`src/rtl/keypad_scanner.sv`:
```
// 4x4 matrix keypad scanner: one column driven low at a time, rows sampled
// through a two-flop synchronizer, press and release debounced, one KeyValid
// strobe per accepted press.
//
//  state        | meaning
//  -------------+------------------------------------------------------------
//  SCAN         | dwell on the current column, sample rows at end of dwell
//  DEBOUNCE     | column frozen, wait for the row pattern to stay stable
//  PRESSED      | single cycle: strobe KeyValid, register KeyCode
//  WAIT_RELEASE | column frozen, wait for all rows to stay released
module keypad_scanner #(
   parameter int SCAN_DIV        = 1000,
   parameter int DEBOUNCE_CYCLES = 50000
) (
   input  logic       Clk,
   input  logic       ResetN,
   input  logic [3:0] Rows,
   output logic [3:0] Cols,
   output logic [3:0] KeyCode,
   output logic       KeyValid,
   output logic       KeyHeld
);

   localparam int DW = $clog2(SCAN_DIV);
   localparam int BW = $clog2(DEBOUNCE_CYCLES);
   localparam logic [DW-1:0] DWELL_LAST = DW'(SCAN_DIV - 1);
   localparam logic [BW-1:0] DEB_LAST   = BW'(DEBOUNCE_CYCLES - 1);

   typedef enum logic [1:0] {
      SCAN         = 2'd0,
      DEBOUNCE     = 2'd1,
      PRESSED      = 2'd2,
      WAIT_RELEASE = 2'd3
   } state_t;

   state_t        state, state_d;
   logic [3:0]    rs_meta, rs;
   logic [DW-1:0] dwell, dwell_d;
   logic [BW-1:0] deb, deb_d;
   logic [3:0]    pat, pat_d;
   logic [1:0]    col, col_d;
   logic [3:0]    code_d;
   logic          valid_d, held_d;

   // exactly one row low; anything else (idle or ghosting chord) is no key
   function automatic logic one_low(input logic [3:0] p);
      case (p)
         4'b1110, 4'b1101, 4'b1011, 4'b0111: one_low = 1'b1;
         default:                            one_low = 1'b0;
      endcase
   endfunction

   function automatic logic [1:0] low_row(input logic [3:0] p);
      case (p)
         4'b1101: low_row = 2'd1;
         4'b1011: low_row = 2'd2;
         4'b0111: low_row = 2'd3;
         default: low_row = 2'd0;
      endcase
   endfunction

   function automatic logic [3:0] key_map(input logic [1:0] r, input logic [1:0] c);
      case ({r, c})
         4'h0: key_map = 4'h1;  4'h1: key_map = 4'h2;  4'h2: key_map = 4'h3;  4'h3: key_map = 4'hA;
         4'h4: key_map = 4'h4;  4'h5: key_map = 4'h5;  4'h6: key_map = 4'h6;  4'h7: key_map = 4'hB;
         4'h8: key_map = 4'h7;  4'h9: key_map = 4'h8;  4'hA: key_map = 4'h9;  4'hB: key_map = 4'hC;
         4'hC: key_map = 4'hE;  4'hD: key_map = 4'h0;  4'hE: key_map = 4'hF;  default: key_map = 4'hD;
      endcase
   endfunction

   // column index 0 drives Cols[0]; advancing the index rotates the pattern left
   assign Cols = ~(4'b0001 << col);

   // two-flop synchronizer for the asynchronous row inputs
   always_ff @(posedge Clk or negedge ResetN) begin
      if (!ResetN) begin
         rs_meta <= 4'b1111;
         rs      <= 4'b1111;
      end else begin
         rs_meta <= Rows;
         rs      <= rs_meta;
      end
   end

   // state and datapath registers
   always_ff @(posedge Clk or negedge ResetN) begin
      if (!ResetN) begin
         state    <= SCAN;
         dwell    <= '0;
         deb      <= '0;
         pat      <= 4'b1111;
         col      <= 2'd0;
         KeyCode  <= 4'h0;
         KeyValid <= 1'b0;
         KeyHeld  <= 1'b0;
      end else begin
         state    <= state_d;
         dwell    <= dwell_d;
         deb      <= deb_d;
         pat      <= pat_d;
         col      <= col_d;
         KeyCode  <= code_d;
         KeyValid <= valid_d;
         KeyHeld  <= held_d;
      end
   end

   // next-state and next-value logic
   always_comb begin
      state_d = state;
      dwell_d = dwell;
      deb_d   = deb;
      pat_d   = pat;
      col_d   = col;
      code_d  = KeyCode;
      valid_d = 1'b0;
      held_d  = KeyHeld;
      case (state)
         SCAN: begin
            if (dwell == DWELL_LAST) begin
               if (one_low(rs)) begin
                  pat_d   = rs;
                  deb_d   = '0;
                  state_d = DEBOUNCE;
               end else begin
                  col_d   = col + 2'd1;
                  dwell_d = '0;
               end
            end else begin
               dwell_d = dwell + 1'b1;
            end
         end
         DEBOUNCE: begin
            if (rs == pat) begin
               if (deb == DEB_LAST) begin
                  state_d = PRESSED;
                  valid_d = 1'b1;
                  code_d  = key_map(low_row(pat), col);
                  held_d  = 1'b1;
               end else begin
                  deb_d = deb + 1'b1;
               end
            end else if (one_low(rs)) begin
               pat_d = rs;
               deb_d = '0;
            end else begin
               state_d = SCAN;
               col_d   = col + 2'd1;
               dwell_d = '0;
            end
         end
         PRESSED: begin
            state_d = WAIT_RELEASE;
            deb_d   = '0;
         end
         WAIT_RELEASE: begin
            if (rs == 4'b1111) begin
               if (deb == DEB_LAST) begin
                  state_d = SCAN;
                  held_d  = 1'b0;
                  col_d   = col + 2'd1;
                  dwell_d = '0;
               end else begin
                  deb_d = deb + 1'b1;
               end
            end else begin
               deb_d = '0;
            end
         end
         default: state_d = SCAN;
      endcase
   end

endmodule
```
`config.mk`:
```
export PLATFORM = sky130hd
export DESIGN_NAME = keypad_scanner
export DESIGN_NICKNAME = d
export VERILOG_FILES = /design/src/rtl/keypad_scanner.sv
export SDC_FILE = /design/constraint.sdc
export NUM_CORES = 1
export LEC_CHECK = 0
export BUFFER_PORTS_ARGS = -buffer_cell sky130_fd_sc_hd__buf_2
export CAP_MARGIN = 5
export CORE_MARGIN = 3
export CORE_UTILIZATION = 45
export CTS_CLUSTER_SIZE = 40
export DETAILED_ROUTE_END_ITERATION = 8
export PLACE_DENSITY_LB_ADDON = 0.08
export SYNTH_ARGS = -nofsm -noshare
export SYNTH_HDL_FRONTEND = slang
export SYNTH_SLANG_ARGS = --single-unit
```
`constraint.sdc`:
```
create_clock -name Clk -period 4 [get_ports Clk]
set_clock_uncertainty 0.2 [all_clocks]
set_input_delay 0.2 -clock Clk [delete_from_list [all_inputs] [get_ports Clk]]
set_output_delay 0.2 -clock Clk [all_outputs]
set_load 0.02 [all_outputs]
```
==> flow_summary_export.csv, run 1 <==
group,metric,value,unit
critical_path,worstSetupPathType,"reg -> reg",
sta,period_share,0.636,
route,wirelength,5550,um
die,die_w,86.6,um
route,drc,0,
sta,setup_tns,0,ns
yosys,syn_inst,274,
sta,finalCriticalPeriod,2.54,ns
die,die_area,7500,um^2
critical_path,worstSetupStartpointType,"flip-flop",
yosys,synth.yosys.seq_area_share,0.416,
route,dr.pass1.iters,4,
yosys,yosys_warnings,0,
global_route,grt_max_degree,49,
pwr,net-switching-power,0.196,mW
route,viasPerCell,5.64,
global_route,grt_remaining_overflow,0,
critical_path,worst_ep_required_time,4.03,ns
die,die_y,86.6,um
sta,worstMarginPinSlew,1.04,ns
sta,hold_viol_final,0,
clocking,cts_buffers,5,
sta,setup_viol,0,
route,drt_iter0_drc,138,
yosys,synth_edf_count,0,
placement,dp_slack,1.42,ns
cells_and_area,layout.nets,303,
clocking,cts_tree,"yes",
pwr,p_int,0.704,mW
placement,gp_congestion,0.742,
pwr,p_per_area,286,nW/um^2
run_status,status,"completed",
cells_and_area,antenna_cells,0,
yosys,synth-seq-cells,48,
run,maxCapViolCount,0,
clocking,clock-sinks,48,
sta,finalWorstSetupSlack,1.46,ns
pwr,vdd_drop_max,0.194,mV
sta,timing.fmax,393,MHz
sta,rsz0062_at_grt,"false",
die,core_area,6100,um^2
cells_and_area,drive_above_1_share,0.252,
clocking,clk_path_buf_depth,2,
critical_path,cp_max_fo,29,
yosys,syn_area,2920,um^2
yosys,synthArstFlopShare,1.00,
die,initial_core_util,0.479,
clocking,cts-root-buf,"clkbuf_8",
cells_and_area,multi_input_area,1530,um^2
route,via_count,2059,
pwr,switching_share,0.218,
cells_and_area,fin_util,0.517,
cells_and_area,seqCellArea,1220,um^2
placement,port_buffers,15,
critical_path,arrival,2.57,ns
clocking,cts_resized,0,
die,ioPinCount,16,
route,post_drt_wl_per_cell,15.2,um
clocking,postCtsSetupBuffers,0,
clocking,path_clk_slew,0.09,ns
yosys,synth_ff_type,"dfrtp_1",
cells_and_area,fillers,565,
clocking,cts.htree.levels,2,
worst_hold_path,hp-class,"reg -> reg",
pwr,p_leak,1.39,nW
critical_path,end_kind,"flip-flop",
sta,hold_ws,0.160,ns
die,rows,28,
yosys,ys_types,60,
clocking,clk-insertion-delay-late,0.31,ns
yosys,synth_area_per_cell,10.7,um^2
placement,dp_hpwl,3710,um
pwr,p_comb_frac,0.030,
sta,slew_headroom,0.309,
yosys,synth_nets,288,
pwr,seq_power_share,0.551,
cells_and_area,area_growth,7.88,%
sta,slew_violations,0,
global_route,first_global_vias,2034,
global_route,grt_pass1_wl,9870,um
pwr,pwr-share-clk,0.419,
global_route,track_usage,0.165,
route,final_antenna_net_count,0,
global_route,antenna_found_initial,0,
## cell families after synthesis
kind of cell	synth area share
flip-flops	0.416
AO/OA/AOI/OAI	0.199
adder cells (fa/ha/maj)	0.0342
XOR/XNOR	0.0270
AND/OR/NAND/NOR	0.153
buffers and inverters	0.0604
multiplexers	0.110
## layout by cell type (no fill, tap or decap), types with 4 or more instances in the layout
master and count:
nand3_1 15, o21ai_0 17, o21ai_1 6, nor2_1 4
ha_1 8, mux2i_1 21, o21bai_2 10, inv_1 13
a211oi_1 5, nand2b_1 4, xor2_1 6, clkbuf_8 5
buf_2 15, dlygate4sd3_1 5, dfrtp_1 36, a21oi_2 4
dfstp_2 12, mux2_2 7, and3_1 7, nor3_1 5
a21oi_1 16, nand2_1 14
## Yosys cell counts (3+ instances only)
master	count	share of area
xor2_1	6	0.018
dfstp_2	12	0.11
nand3_1	15	0.026
ha_1	8	0.034
buf_6	3	0.012
o21ai_1	6	0.010
xnor2_1	3	0.0090
nor2_1	4	0.0051
mux2i_1	21	0.072
nand2b_1	4	0.0086
a211oi_1	5	0.013
nand2_1	14	0.018
nand4_1	3	0.0064
dfrtp_1	36	0.31
a21oi_2	4	0.012
and3_1	7	0.015
o21bai_1	3	0.0077
and4_1	3	0.0090
a21oi_1	16	0.027
buf_2	4	0.0068
mux2_2	7	0.027
nor3_1	5	0.0086
inv_1	13	0.017
a31oi_1	3	0.0064
o21bai_2	10	0.039
o21ai_0	17	0.029
## registers in the layout (all words and copies together) (netlist names), named ones only
register / count
deb: 16
dwell: 10
KeyCode: 4
pat: 4
rs: 4
rs_meta: 4
col: 2
KeyHeld: 1
KeyValid: 1
state: 1
## metrics by stage
stage | power (mW) | area (um^2) | std cells
floorplan | 0.515 | 2920 | 274
CTS | 0.918 | 3150 | 365
finish | 0.900 | 3150 | 365
detailed placement | 0.530 | 2980 | 352
global placement | 0.530 | 2980 | 352
global route | 0.937 | 3150 | 365
## worst max-delay path, stage by stage, from the launching register on
cell,delay (ns)
dfrtp_1,0.41
ha_1,0.26
nand4b_2,0.13
o311a_1,0.33
a21o_1,0.82
o21ai_0,0.16
mux2i_1,0.16
## layer usage
layer / routed length, um / track usage
met1: 2830 / 0.227
met2: 2520 / 0.261
met3: 122 / 0.0314
met4: 74 / 0.0538
met5: 0 / 0
## power by group through the flow
stage | Combinational, mW | Clock, mW | Sequential [mW]
floorplan | 0.0101 | 0 | 0.505
global placement | 0.0243 | 0 | 0.506
detailed placement | 0.0245 | 0 | 0.506
CTS | 0.0281 | 0.393 | 0.497
global route | 0.0306 | 0.409 | 0.498
finish | 0.0269 | 0.377 | 0.496
## area by class of cell
class / count / share of cell area
clock buffers: 7 / 0.0377
inverters: 14 / 0.0167
clock inverters: 1 / 0.00278
flip-flops and latches: 48 / 0.386
well taps: 75 / 0.0298
repair buffers: 21 / 0.0421
multi-input cells: 199 / 0.485
## timing repair
item                                    4_1_cts  5_1_grt
hold buffers                                  5        0
hold endpoints to repair                     40        0
endpoints found under the setup margin        0        0
## final timing paths
path / startpoint / end / slack, ns / cells after the start
max in group asynchronous: ResetN / dwell[0] / 2.88 / 3
hold / removal: rs_meta[2] / rs[2] / 0.16 / 0
setup / recovery: dwell[0] / deb[9] / 1.46 / 6
hold reg to reg: rs_meta[2] / rs[2] / 0.16 / 0
min in group asynchronous: ResetN / KeyCode[2] / 0.31 / 3
setup reg to reg: dwell[0] / deb[9] / 1.46 / 6
No activity file was read; power rests on OpenSTA's default activity.
==> inputs of run 2 (changes only) <==
Clock period 4 ns to 2.3 ns, I/O delays scaled along.
==> flow_summary_export.csv, run 2 (synthesis gave the netlist of run 1 again) <==
group,metric,value,unit
cells_and_area,final_common_cell,"dfrtp_1",
global_route,track_usage,0.176,
cells_and_area,area_growth,15.5,%
critical_path,arrival,2.17,ns
sta,worstMarginPinSlew,0.559,ns
placement,place_area,3140,um^2
sta,timing.fmax,460,MHz
global_route,grt_remaining_overflow,0,
clocking,cts_buffers,5,
pwr,power,1.63,mW
die,die_y,86.6,um
route,viasPerCell,5.56,
clocking,path_clk_slew,0.09,ns
route,via_count,2135,
critical_path,r2r-end,"col[1]",
clocking,clk_path_buf_depth,2,
route,drt_iter0_drc,105,
run,maxCapViolCount,0,
critical_path,worstSetupEndpoint,"col[1]",
clocking,clk-insertion-delay-late,0.31,ns
critical_path,cp_max_fo,5,
sta,hold_viol_final,0,
global_route,grt_max_degree,30,
clocking,cts_tree,"yes",
placement,dp.cells,371,
sta,finalCriticalPeriod,2.17,ns
clocking,postCtsSetupBuffers,0,
clocking,cts-root-buf,"clkbuf_8",
cells_and_area,final_cell_mix,"dfrtp_1 (36), mux2i_1 (21), buf_4 (18), o21ai_0 (17), a21oi_1 (16)",
critical_path,slowest_delay,0.42,ns
sta,setup_tns,0,ns
sta,rsz0062_at_grt,"true",
die,initial_core_util,0.479,
critical_path,path_cells,"nor4b_2, and4_1, nand3_2, a21boi_2, mux2_1",
cells_and_area,reg_top3,"deb: 16 flops, dwell: 10 flops",
critical_path,worst_ep_required_time,2.30,ns
sta,slew_violations,0,
sta,slew_headroom,0.627,
sta,setup_viol,0,
cells_and_area,fin_area,3380,um^2
cells_and_area,fin_util,0.554,
route,wirelength,5990,um
die,core_area,6100,um^2
placement,dp_slack,0.0976,ns
critical_path,reg2reg_depth,5,
global_route,first_global_vias,2091,
critical_path,crit_start,"deb[11]",
critical_path,slowest_stage,"dfrtp_1",
placement,dp_hpwl,4030,um
global_route,antenna_found_initial,0,
cells_and_area,final_cell_count_no_fill,384,
critical_path,rrSetupSlack,0.13,ns
worst_hold_path,hp-class,"in -> async",
placement,gp_congestion,0.780,
sta,period_share,0.945,
run_status,status,"completed",
cells_and_area,layout.nets,322,
pwr,p_leak,1.51,nW
critical_path,worstSetupStartpointType,"flip-flop",
route,final_antenna_net_count,0,
route,dr.pass1.iters,4,
cells_and_area,top_register,"deb",
die,rows,28,
sta,hold_ws,0.118,ns
route,drc,0,
pwr,vdd_drop_max,0.259,mV
critical_path,r2r_start,"deb[11]",
sta,finalWorstSetupSlack,0.127,ns
clocking,cts.htree.levels,2,
route,post_drt_wl_per_cell,15.6,um
cells_and_area,largest_reg_flops,16,
clocking,clock-sinks,48,
placement,port_buffers,15,
critical_path,worstSetupPathType,"reg -> reg",
die,die_w,86.6,um
cells_and_area,drive_above_1_share,0.320,
die,ioPinCount,16,
critical_path,end_kind,"flip-flop",
die,die_area,7500,um^2
global_route,grt_pass1_wl,10400,um
cells_and_area,antenna_cells,0,
pwr,p_per_area,482,nW/um^2
==> run 2: cell types whose count changed in the layout (fill, tap and decap cells not counted), sizes merged <==
| cell | previous run | this run |
|---|---|---|
| buf | 16 | 35 |
| clkbuf | 7 | 8 |
| inv | 15 | 14 |
==> run 2: worst min-delay path by stage <==
stage                    start  slack, ns    endpoint
finish                  ResetN       0.12      deb[0]
CTS                     ResetN       0.14      deb[2]
detailed placement      ResetN      -0.05      deb[0]
floorplan               ResetN      -0.38  KeyCode[0]
global placement        ResetN      -0.06      deb[1]
global route        rs_meta[0]       0.16       rs[0]
==> run 2: layer usage <==
metal,part of all wire,track usage,up-vias
li1,-,-,1073
met1,0.51,0.257,1032
met2,0.45,0.266,25
met3,0.029,0.0257,5
met4,0.010,0.0595,0
met5,0,0,-
==> run 2: cell type report <==
cell class	count	area, um^2
Clock buffer	8	144
Timing Repair Buffer	40	300
Sequential cell	48	1220
Multi-Input combinational cell	199	1570
Tap cell	75	93.8
Inverter	14	52.6
Fill cell	544	2720
==> run 2: what timing repair did <==
item                                   in CTS  in global routing
resized for setup                           0                  7
endpoints found under the hold margin      25                  0
hold buffers                                5                  0
setup endpoints to repair                   0                 16
==> run 2: worst max-delay path: cells and delay by family, from the launching register on <==
kind	cells	cell delay (ns)
and+or+nand+nor	3	0.89
DFF	1	0.42
muxes	1	0.34
AOI/OAI and AO/OA	1	0.21
==> run 2: report_power, final <==
group	total, mW	internal (mW)	switching, mW
Sequential	0.864	0.857	0.00718
Combinational	0.0517	0.0206	0.0311
Clock	0.710	0.412	0.297
Total	1.63	1.29	0.336
